`src/rtl/avg_window_ctrl_if.sv`:
```
`default_nettype none
// ============================================================================
// Module  : avg_window_ctrl_if
// Brief   : Operand/quotient bus between the averaging controller and an
//           external pipelined divider.
// Revision: 1.0 - initial release
// ============================================================================
interface avg_window_ctrl_if #(
    parameter int NUM_W = 64,
    parameter int CNT_W = 32
);
    logic [NUM_W-1:0] div_numer;
    logic [CNT_W-1:0] div_denom;
    logic [NUM_W-1:0] div_quotient;

    modport master (
        output div_numer,
        output div_denom,
        input  div_quotient
    );

    modport slave (
        input  div_numer,
        input  div_denom,
        output div_quotient
    );
endinterface
`default_nettype wire

```
`src/rtl/avg_window_ctrl.sv`:
```
`default_nettype none
// ============================================================================
// Module  : avg_window_ctrl
// Brief   : Windowed voltage/current averaging on the ADC clock, sharing one
//           pipelined divider. Define AVG_FRAC_EN for 12.4 fixed-point means.
// Revision: 1.0 - initial release
// ============================================================================
module avg_window_ctrl #(
    parameter int SAMPLE_W    = 12,
    parameter int CNT_W       = 32,
    parameter int NUM_W       = 64,
    parameter int DIV_LATENCY = 8,
    parameter int MAX_WINDOW  = 65536
) (
    input  wire logic                ad_clk,
    input  wire logic                rst_n,
    input  wire logic                sample_en,
    input  wire logic [SAMPLE_W-1:0] vol_in,
    input  wire logic [SAMPLE_W-1:0] cur_in,
    input  wire logic                feedback_finish,
    avg_window_ctrl_if.master        div_if,
    output logic [15:0]              avg_vol,
    output logic [15:0]              avg_cur,
    output logic                     avg_valid,
    output logic                     busy,
    output logic                     overrun
);

`ifdef AVG_FRAC_EN
    localparam int c_FRAC_SH = 4;
`else
    localparam int c_FRAC_SH = 0;
`endif

    localparam logic [2:0] c_IDLE    = 3'd0;
    localparam logic [2:0] c_ISSUE_V = 3'd1;
    localparam logic [2:0] c_ISSUE_I = 3'd2;
    localparam logic [2:0] c_WAIT    = 3'd3;
    localparam logic [2:0] c_DONE    = 3'd4;

    localparam int              c_LAT_W = $clog2(DIV_LATENCY + 2);
    localparam logic [c_LAT_W-1:0] c_LAT_V = c_LAT_W'(DIV_LATENCY);
    localparam logic [c_LAT_W-1:0] c_LAT_I = c_LAT_W'(DIV_LATENCY + 1);
    localparam logic [CNT_W-1:0]   c_CNT_LAST = CNT_W'(MAX_WINDOW - 1);

    logic [2:0]         r_state;
    logic [NUM_W-1:0]   r_sum_v;
    logic [NUM_W-1:0]   r_sum_i;
    logic [CNT_W-1:0]   r_cnt;
    logic [NUM_W-1:0]   r_snap_i;
    logic [NUM_W-1:0]   r_div_numer;
    logic [CNT_W-1:0]   r_div_denom;
    logic [c_LAT_W-1:0] r_lat;
    logic [15:0]        r_q_v;
    logic [15:0]        r_avg_vol;
    logic [15:0]        r_avg_cur;
    logic               r_avg_valid;
    logic               r_overrun;

    logic [NUM_W-1:0]   w_sum_v;
    logic [NUM_W-1:0]   w_sum_i;
    logic [CNT_W-1:0]   w_cnt;
    logic               w_close;

    function automatic logic [15:0] f_sat(input logic [NUM_W-1:0] q);
        if (|q[NUM_W-1:16])
            return 16'hFFFF;
        return q[15:0];
    endfunction

    // Sums including the current cycle's sample, used both for accumulation
    // and for the snapshot so a closing-cycle sample is never lost.
    assign w_sum_v = r_sum_v + (sample_en ? NUM_W'(vol_in) : '0);
    assign w_sum_i = r_sum_i + (sample_en ? NUM_W'(cur_in) : '0);
    assign w_cnt   = r_cnt + CNT_W'(sample_en);
    assign w_close = feedback_finish | (sample_en & (r_cnt == c_CNT_LAST));

    always_ff @(posedge ad_clk or negedge rst_n) begin
        if (!rst_n) begin
            r_state     <= c_IDLE;
            r_sum_v     <= '0;
            r_sum_i     <= '0;
            r_cnt       <= '0;
            r_snap_i    <= '0;
            r_div_numer <= '0;
            r_div_denom <= '0;
            r_lat       <= '0;
            r_q_v       <= '0;
            r_avg_vol   <= '0;
            r_avg_cur   <= '0;
            r_avg_valid <= 1'b0;
            r_overrun   <= 1'b0;
        end else begin
            r_avg_valid <= 1'b0;

            if (w_close) begin
                r_sum_v <= '0;
                r_sum_i <= '0;
                r_cnt   <= '0;
            end else begin
                r_sum_v <= w_sum_v;
                r_sum_i <= w_sum_i;
                r_cnt   <= w_cnt;
            end

            if (w_close && (r_state != c_IDLE))
                r_overrun <= 1'b1;

            // Quotient timing is counted from the ISSUE_V cycle, so the
            // voltage result may land while still in ISSUE_I.
            if (((r_state == c_ISSUE_I) || (r_state == c_WAIT)) && (r_lat == c_LAT_V))
                r_q_v <= f_sat(div_if.div_quotient);

            case (r_state)
                c_IDLE: begin
                    if (w_close) begin
                        if (w_cnt == '0) begin
                            r_avg_vol   <= '0;
                            r_avg_cur   <= '0;
                            r_avg_valid <= 1'b1;
                            r_state     <= c_DONE;
                        end else begin
                            r_div_numer <= w_sum_v << c_FRAC_SH;
                            r_div_denom <= w_cnt;
                            r_snap_i    <= w_sum_i << c_FRAC_SH;
                            r_lat       <= '0;
                            r_state     <= c_ISSUE_V;
                        end
                    end
                end
                c_ISSUE_V: begin
                    r_div_numer <= r_snap_i;
                    r_lat       <= r_lat + 1'b1;
                    r_state     <= c_ISSUE_I;
                end
                c_ISSUE_I: begin
                    r_lat   <= r_lat + 1'b1;
                    r_state <= c_WAIT;
                end
                c_WAIT: begin
                    r_lat <= r_lat + 1'b1;
                    if (r_lat == c_LAT_I) begin
                        r_avg_vol   <= r_q_v;
                        r_avg_cur   <= f_sat(div_if.div_quotient);
                        r_avg_valid <= 1'b1;
                        r_state     <= c_DONE;
                    end
                end
                c_DONE: begin
                    r_state <= c_IDLE;
                end
                default: begin
                    r_state <= c_IDLE;
                end
            endcase
        end
    end

    assign div_if.div_numer = r_div_numer;
    assign div_if.div_denom = r_div_denom;
    assign avg_vol          = r_avg_vol;
    assign avg_cur          = r_avg_cur;
    assign avg_valid        = r_avg_valid;
    assign busy             = (r_state != c_IDLE);
    assign overrun          = r_overrun;

endmodule
`default_nettype wire

```
`src/flat_wrapper.sv`:
```
// flat-port wrapper written by rule: the top's interface ports become plain ports
module avg_window_ctrl_flat 
#(
    parameter int SAMPLE_W    = 12,
    parameter int CNT_W       = 32,
    parameter int NUM_W       = 64,
    parameter int DIV_LATENCY = 8,
    parameter int MAX_WINDOW  = 65536
)
  (ad_clk, rst_n, sample_en, vol_in, cur_in, feedback_finish, avg_vol, avg_cur, avg_valid, busy, overrun, div_if_div_numer, div_if_div_denom, div_if_div_quotient);
  avg_window_ctrl_if #(.NUM_W(NUM_W), .CNT_W(CNT_W)) div_if_i ();
  input  wire logic ad_clk;
  input  wire logic rst_n;
  input  wire logic sample_en;
  input  wire logic [SAMPLE_W-1:0] vol_in;
  input  wire logic [SAMPLE_W-1:0] cur_in;
  input  wire logic feedback_finish;
  output logic [15:0] avg_vol;
  output logic [15:0] avg_cur;
  output logic avg_valid;
  output logic busy;
  output logic overrun;
  output wire logic [$bits(div_if_i.div_numer)-1:0] div_if_div_numer;
  output wire logic [$bits(div_if_i.div_denom)-1:0] div_if_div_denom;
  input wire logic [$bits(div_if_i.div_quotient)-1:0] div_if_div_quotient;
  assign div_if_div_numer = div_if_i.div_numer;
  assign div_if_div_denom = div_if_i.div_denom;
  assign div_if_i.div_quotient = div_if_div_quotient;
  avg_window_ctrl #(.SAMPLE_W(SAMPLE_W), .CNT_W(CNT_W), .NUM_W(NUM_W), .DIV_LATENCY(DIV_LATENCY), .MAX_WINDOW(MAX_WINDOW)) u_core (.ad_clk(ad_clk), .rst_n(rst_n), .sample_en(sample_en), .vol_in(vol_in), .cur_in(cur_in), .feedback_finish(feedback_finish), .div_if(div_if_i), .avg_vol(avg_vol), .avg_cur(avg_cur), .avg_valid(avg_valid), .busy(busy), .overrun(overrun));
endmodule
```
`config.mk`:
```
export PLATFORM = sky130hd
export DESIGN_NAME = avg_window_ctrl_flat
export DESIGN_NICKNAME = d
export VERILOG_FILES = /design/src/rtl/avg_window_ctrl_if.sv /design/src/rtl/avg_window_ctrl.sv /design/src/flat_wrapper.sv
export SDC_FILE = /design/constraint.sdc
export NUM_CORES = 1
export LEC_CHECK = 0
export ABC_AREA = 1
export CORE_MARGIN = 4
export CORE_UTILIZATION = 55
export CTS_BUF_LIST = sky130_fd_sc_hd__clkbuf_8
export CTS_CLUSTER_SIZE = 30
export DETAILED_ROUTE_END_ITERATION = 12
export HOLD_SLACK_MARGIN = 0.02
export PLACE_DENSITY_LB_ADDON = 0.1
export SLEW_MARGIN = 10
export SYNTH_ARGS = -nofsm -noshare
export SYNTH_HDL_FRONTEND = slang
export SYNTH_SLANG_ARGS = --single-unit
```
`constraint.sdc`:
```
create_clock -name ad_clk -period 4.13 [get_ports ad_clk]
set_clock_uncertainty 0.05 [all_clocks]
set_input_delay 0.826 -clock ad_clk [delete_from_list [all_inputs] [get_ports ad_clk]]
set_output_delay 0.826 -clock ad_clk [all_outputs]
set_load 0.02 [all_outputs]
```
==> metrics.md, run 1 <==
| Metric | Value |
|---|---|
| Status | complete, no violations |
| Die Ht | 203 µm |
| Tmin final | 3500 ps |
| Cell Rows | 71 |
| Initial antenna violation count | 0 |
| Peak VDD IR | 0.461 mV |
| Final hold violations | 0 |
| DRC | 0 |
| Clock share of power | 29.1% |
| Post-synth EDFFs | 0 |
| Post-synthesis sequential area ratio | 44.9% |
| Iteration-0 DRC count of the detailed router | 1622 |
| GR Util All Layers | 32.5% |
| Routability cong. | 0.985 |
| Buffers on Ports | 222 |
| Mux cell area share after synthesis | 0% |
| Top cell type's share of synthesized area | 44.9% |
| Total wire length | 68300 µm |
| Routed Antenna Nets | 0 |
| Power Dens Cells | 437 mW/mm² |
| Ys flop type | dfrtp_1 |
| Root buffer cell | clkbuf_8 |
| Crit Path Category | primary input to flop |
| Worst Path Arrival | 4030 ps |
| Most used cell along the critical path | nand2_1 |
| Die area | 0.0414 mm² |
| Area used by multi-input combinational logic | 0.00999 mm² |
| Clk slew on worst S/H paths | 60 ps |
| Most common library cells after synthesis | nand2_1 (1098), dfrtp_1 (377), nor2_1 (318) |
| RSZ-0062 raised after global routing | false |
| Synth Area in Adders | 1.98% |
| Worst path max stage delay | 490 ps |
| Wirelength per Cell | 18.3 µm |
| Dpl hpwl | 51900 µm |
| Fill count | 3326 |
| Reg power frac | 40.4% |
| Post-CTS resize count | 0 |
| Netlist Area Pre-Place | 0.0210 mm² |
| DIE WIDTH | 203 µm |
| Largest family of logic cells by synthesized area | simple AND/OR/NAND/NOR gates |
| Clock latency at the later pin of the worst-skew pair | 670 ps |
| Critical Path RT | 4660 ps |
| Compound-gate portion of the synthesized area | 5.87% |
| Layout cells sized above 1 | 5.56% |
| Vias in the first global route | 20500 |
| Static Leak | 12.3 nW |
| DR pass1 iterations | 7 |
| XOR/XNOR Fraction of Synth Area | 2.71% |
| Setup Buffers After CTS | 0 |
| Actual transition at the worst max-transition pin | 1230 ps |
| Slew headroom | 18.2% |
| First-pass GRT wire length | 108000 µm |
| Clk sinks | 377 |
| Switching Fraction | 37.0% |
| P_int | 0.00690 W |
| Crit Path Max Fanout | 45 |
| Slew Limit Fails | 0 |
| Register Area | 0.00943 mm² |
| Syn nets | 3062 |
| # setup viols final | 0 |
| Post-Route Utilization | 66.5% |
| Mapped Cells | 2938 |
| Ys Warns | 0 |
| Area grow syn2layout | 19.3% |
| CTS tree | done |
| Largest area contributor in the netlist | dfrtp_1 |
| Total grt overflow | 0 |
| Critical path's slowest cell | clkdlybuf4s50_1 |
| Count of cell types in the netlist | 41 |
| H-tree levels | 2 |
| Combinational fraction of design power | 30.5% |
| CTS max path bufs | 3 |
| Place WS | -17.7 ps |
| Ports | 223 |
| Cell with the most instances after synthesis | nand2_1 |
| Worst setup SP type | primary input |
| Vias | 20600 |
| Crit path cell chain | clkdlybuf4s50_1 -> buf_4 -> ha_1 -> ha_1 -> inv_1 -> nor2_8 -> nand2_2 -> nor2_4 -> nand2_1 -> nand2_1 -> nand2_1 -> nor2_1 -> nand2_1 -> nor2_2 -> nand3_1 -> nand3_4 -> buf_4 -> nand2_1 -> o21ai_1 |
| Mean Syn Cell Area | 7.15 µm² |
| Final WS setup | 633 ps |
| Maxcap violations | 0 |
| Largest net degree at the start of global routing | 102 |
| Final period utilization | 84.7% |
| Worst Setup End Kind | flop |
| Placeable Area | 0.0377 mm² |
| Cts bufs inserted | 61 |
| P_sw | 0.00405 W |
| Top post-synthesis cells by area | dfrtp_1 (45%), nand2_1 (20%), nor2_1 (5.7%), inv_1 (5.2%), nand4_1 (3.6%) |
| Diode count | 0 |
| # hold bufs at CTS | 0 |
| Tightest Hold Check Type | primary input to async pin |
| Initial Util | 55.8% |
| Placed inst area | 0.0239 mm² |
| Fin nets | 3303 |
| Post-route cell area | 0.0251 mm² |
| Synth Area in Simple Gates | 36.8% |
| FMAX | 286 MHz |
| Vias per cell | 5.51 |
| Register bit total from synthesis | 377 |
| Async SR Flop Fraction | 100% |
## per-layer routing
layer,vias up,GRT usage [%],share of wire [%]
li1,9842,-,-
met1,9811,41.9,41
met2,752,55.2,48
met3,159,5.39,6.6
met4,0,12.8,4.5
met5,-,0,0
## flip-flops by register name, indices dropped and copies added, names as in the netlist
signal / count
u_core.avg_valid: 1
u_core.r_sum_v: 64
u_core.r_cnt: 32
u_core.div_if.div_numer: 64
u_core.avg_vol: 16
u_core.r_q_v: 16
u_core.r_state: 3
u_core.avg_cur: 16
u_core.div_if.div_denom: 32
u_core.r_sum_i: 64
u_core.overrun: 1
u_core.r_lat: 4
u_core.r_snap_i: 64
## cell usage in the layout (no fill, tap or decap), types with 9 or more instances in the layout
cell             Yosys  layout
a21oi_1             90      90
buf_4               18      46
clkbuf_8             0      75
clkdlybuf4s50_1      0     221
clkinv_2             0       9
dfrtp_1            377     377
ha_1                30      30
inv_1              293     310
nand2_1           1098    1098
nand3_1            150     150
nand3b_1            28      28
nand4_1            121     121
nor2_1             318     316
nor3_1              58      58
nor4_1              14      14
o21ai_0             79      79
o21ai_1             57      57
or2_2               11      11
xnor2_1             30      30
xor2_1              35      35
## power by group through the flow
stage	Sequential (W)	Clock, W	Combinational [W]
CTS	0.00443	0.00322	0.00333
global placement	0.00446	0	0.00323
floorplan	0.00471	0	0.00176
detailed placement	0.00449	0	0.00332
finish	0.00443	0.00318	0.00334
global route	0.00448	0.00340	0.00364
## critical path, delay by kind of cell
kind                     cells  cell delay (ps)
AND/OR/NAND/NOR             12             1550
AO/OA/AOI/OAI                1              110
adder cells (fa/ha/maj)      2              360
buffers and inverters        4             1140
## worst paths after layout
check / depth (start not counted) / slack, ps / endpoint / start
setup / recovery: 19 / 630 / u_core.div_if.div_denom[8]$_DFFE_PN0P_ / sample_en
hold / removal: 1 / 140 / u_core.div_if.div_numer[14]$_DFFE_PN0P_ / rst_n
setup reg to reg: 17 / 990 / u_core.div_if.div_denom[8]$_DFFE_PN0P_ / u_core.r_cnt[0]$_DFF_PN0_
hold reg to reg: 2 / 420 / u_core.div_if.div_numer[6]$_DFFE_PN0P_ / u_core.div_if.div_numer[6]$_DFFE_PN0P_
max in group asynchronous: 2 / 2890 / u_core.r_sum_i[35]$_DFF_PN0_ / rst_n
min in group ad_clk: 2 / 420 / u_core.div_if.div_numer[6]$_DFFE_PN0P_ / u_core.div_if.div_numer[6]$_DFFE_PN0P_
## stage by stage
stage,cells,power (W),hold slack (ps),setup TNS (ps)
after detailed placement,3627,0.00781,408,-31.5
final,3732,0.0109,138,0
after floorplan,2938,0.00647,399,0
after global placement,3627,0.00769,403,0
after CTS,3732,0.0110,142,0
after global routing,3732,0.0115,175,0
## kinds of logic (layout without fill, tap and decap cells)
group / Yosys count / in the layout
flops: 377 / 377
buf+inv: 394 / 677
xor+xnor: 65 / 65
simple gates: 1830 / 1830
fa+ha+maj: 32 / 32
compound gates: 240 / 240
## cell type report
type / count / area share [%]
sequential: 377 / 37.6
clock inverter: 30 / 0.559
tap: 511 / 2.55
multi-input combinational: 2167 / 39.8
inverter: 297 / 4.46
clock buffer: 75 / 4.12
timing repair buffer: 275 / 10.8
(Power assumes the default switching activity.)
==> inputs of run 2 (changes only) <==
==> constraint.sdc (replaced) <==
create_clock -name ad_clk -period 3.6 [get_ports ad_clk]
set_clock_uncertainty 0.05 [all_clocks]
set_input_delay 0.72 -clock ad_clk [delete_from_list [all_inputs] [get_ports ad_clk]]
set_output_delay 0.72 -clock ad_clk [all_outputs]
set_load 0.02 [all_outputs]
==> run 2 against run 1 <==
Net effect:
- hold slack improved by 280 ps
- clock-buffer cell count is 2 higher
- via count grew 3.4%
- register-to-register slack lost 430 ps
- highest routed layer unchanged
==> metrics.md, run 2 (same netlist as run 1, synthesis figures left out) <==
| Metric | Value |
|---|---|
| Critical path's slowest cell | clkdlybuf4s50_1 |
| Tightest Hold Check Type | flop to flop |
| Tmin final | 3370 ps |
| First-pass GRT wire length | 111000 µm (+3.2%) |
| Clk slew on worst S/H paths | 70 ps (about the same) |
| Largest net degree at the start of global routing | 85 (-17%) |
| Die Ht | 203 µm (unchanged) |
| Post-Route Utilization | 70.8% (+4.2 points) |
| Final hold violations | 0 (unchanged) |
| Total grt overflow | 0 (unchanged) |
| Initial antenna violation count | 0 (unchanged) |
| Fin nets | 3470 (+5.1%) |
| FMAX | 297 MHz |
| Layout cells sized above 1 | 10.5% (+5.0 points) |
| Most frequent cells in the layout | nand2_1 (1098), dfrtp_1 (377), nor2_1 (316) |
| CTS max path bufs | 3 (unchanged) |
| Cell Rows | 71 (unchanged) |
| Vias per cell | 5.44 (-1.2%) |
| Die area | 0.0414 mm² (unchanged) |
| # hold bufs at CTS | 1 (+1) |
| Post-CTS resize count | 0 (unchanged) |
| Actual transition at the worst max-transition pin | 1290 ps (+62.0 ps) |
| Vias in the first global route | 21500 (+4.9%) |
| RSZ-0062 raised after global routing | false |
| CTS tree | done |
| Placeable Area | 0.0377 mm² (unchanged) |
| H-tree levels | 2 (unchanged) |
| # setup viols final | 0 (unchanged) |
| Worst path max stage delay | 510 ps (+20 ps) |
| DR pass1 iterations | 6 (-1) |
| Status | complete, no violations |
| Static Leak | 13.2 nW (+8.0%) |
| Buffers on Ports | 222 (unchanged) |
| Clock latency at the later pin of the worst-skew pair | 680 ps (about the same) |
| Power Dens Cells | 506 mW/mm² (+16%) |
| Commonest non-fill, non-tap cell in the layout | nand2_1 |
| Clk sinks | 377 (unchanged) |
| Initial Util | 55.8% (unchanged) |
| DIE WIDTH | 203 µm (unchanged) |
| Diode count | 0 (unchanged) |
| DRC | 0 (unchanged) |
| Crit Path Category | primary input to flop |
| Most used cell along the critical path | nand2_1 |
| Dpl hpwl | 52700 µm (+1.6%) |
| Cts bufs inserted | 61 (unchanged) |
| Critical Path RT | 4160 ps (-500 ps) |
| Slew headroom | 13.9% (-4.3 points) |
| CP delay by family, top | simple AND/OR/NAND/NOR gates |
| Worst Setup End Kind | flop |
| Root buffer cell | clkbuf_8 |
| Area grow syn2layout | 26.9% |
| Buffer and inverter count on the worst path | 5 (+1) |
| Final period utilization | 93.5% |
| Crit Path Max Fanout | 64 (+42%) |
| GR Util All Layers | 33.4% (+0.92 points) |
| Iteration-0 DRC count of the detailed router | 1549 (-4.5%) |
| Crit path cell chain | clkdlybuf4s50_1 -> buf_12 -> ha_1 -> ha_1 -> inv_1 -> nor2_8 -> nand2_2 -> o21ai_0 -> nand2_1 -> nor2_1 -> nand2_1 -> nor2_1 -> nand4_1 -> buf_4 -> nand3_2 -> buf_12 -> nand2_1 -> nand2_1 |
| Vias | 21300 (+3.4%) |
| Worst Path Arrival | 3920 ps (-110 ps) |
| Ports | 223 (unchanged) |
| Worst setup SP type | primary input |
| Wirelength per Cell | 17.8 µm (-2.6%) |
| Min Hold Slack | 422 ps (+284 ps) |
| Maxcap violations | 0 (unchanged) |
| Peak VDD IR | 0.455 mV (-1.2%) |
| Setup Buffers After CTS | 0 (unchanged) |
| Routed Antenna Nets | 0 (unchanged) |
| Routability cong. | 0.991 (+0.65%) |
| Slew Limit Fails | 0 (unchanged) |
| Total wire length | 69700 µm (+2.0%) |
[run 2: cell count changes in the layout (fill, tap and decap cells not counted)]
cell,previous run,this run
buf_4,46,204
buf_12,7,15
bufinv_16,0,7
clkinv_2,9,12
inv_1,310,307
clkbuf_8,75,77
dlygate4sd3_1,0,1
inv_6,1,0
inv_8,0,1
[run 2: where the power goes]
group	internal, W	leakage [nW]	switching [W]
registers	0.00476	5.09	0.000321
logic	0.00151	7.37	0.00261
clock network	0.00244	0.781	0.00185
[run 2: layout make-up]
cell class	count	area [µm²]
inverter	297	1120
multi-input combinational	2167	9990
clock inverter	37	357
fill	3163	11000
timing repair buffer	442	4070
tap	511	639
clock buffer	77	1060
sequential	377	9430
[run 2: metrics by stage]
stage               worst slack (ps)  instance area [µm²]  setup TNS, ps  power, W  std cells
finish                           235                26700              0    0.0135       3908
global route                    19.4                26700              0    0.0141       3908
CTS                              324                26700              0    0.0135       3908
detailed placement              -352                25200         -48790   0.00925       3793
global placement                -257                25200         -32550   0.00909       3793
floorplan                        180                21000              0   0.00742       2938
[run 2: final timing paths]
check / from / endpoint / slack (ps) / depth (start not counted)
worst max-delay path: sample_en / u_core.div_if.div_numer[49]$_DFFE_PN0P_ / 230 / 18
worst min-delay path: u_core.div_if.div_numer[63]$_DFFE_PN0P_ / u_core.div_if.div_numer[63]$_DFFE_PN0P_ / 420 / 2
worst max register to register: u_core.r_cnt[0]$_DFF_PN0_ / u_core.div_if.div_numer[49]$_DFFE_PN0P_ / 560 / 16
worst min register to register: u_core.div_if.div_numer[63]$_DFFE_PN0P_ / u_core.div_if.div_numer[63]$_DFFE_PN0P_ / 420 / 2
max in group asynchronous: rst_n / u_core.div_if.div_numer[56]$_DFFE_PN0P_ / 1950 / 3
min in group asynchronous: rst_n / u_core.div_if.div_numer[15]$_DFFE_PN0P_ / 530 / 2
[run 2: worst reg2reg max path: stages (launching register included)]
cell and delay (ps):
dfrtp_1 380, ha_1 210, ha_1 200, inv_1 100
nor2_8 190, nand2_2 110, o21ai_0 240, nand2_1 110
nor2_1 110, nand2_1 70, nor2_1 240, nand4_1 180
buf_4 190, nand3_2 80, buf_12 250, nand2_1 200
nand2_1 80
[run 2: metal layers]
layer	up-vias	GRT usage, %	share of wire [%]
li1	10200	-	-
met1	10100	42.7	41
met2	823	57.2	49
met3	167	5.22	6.4
met4	0	13.7	4.4
met5	-	0	0
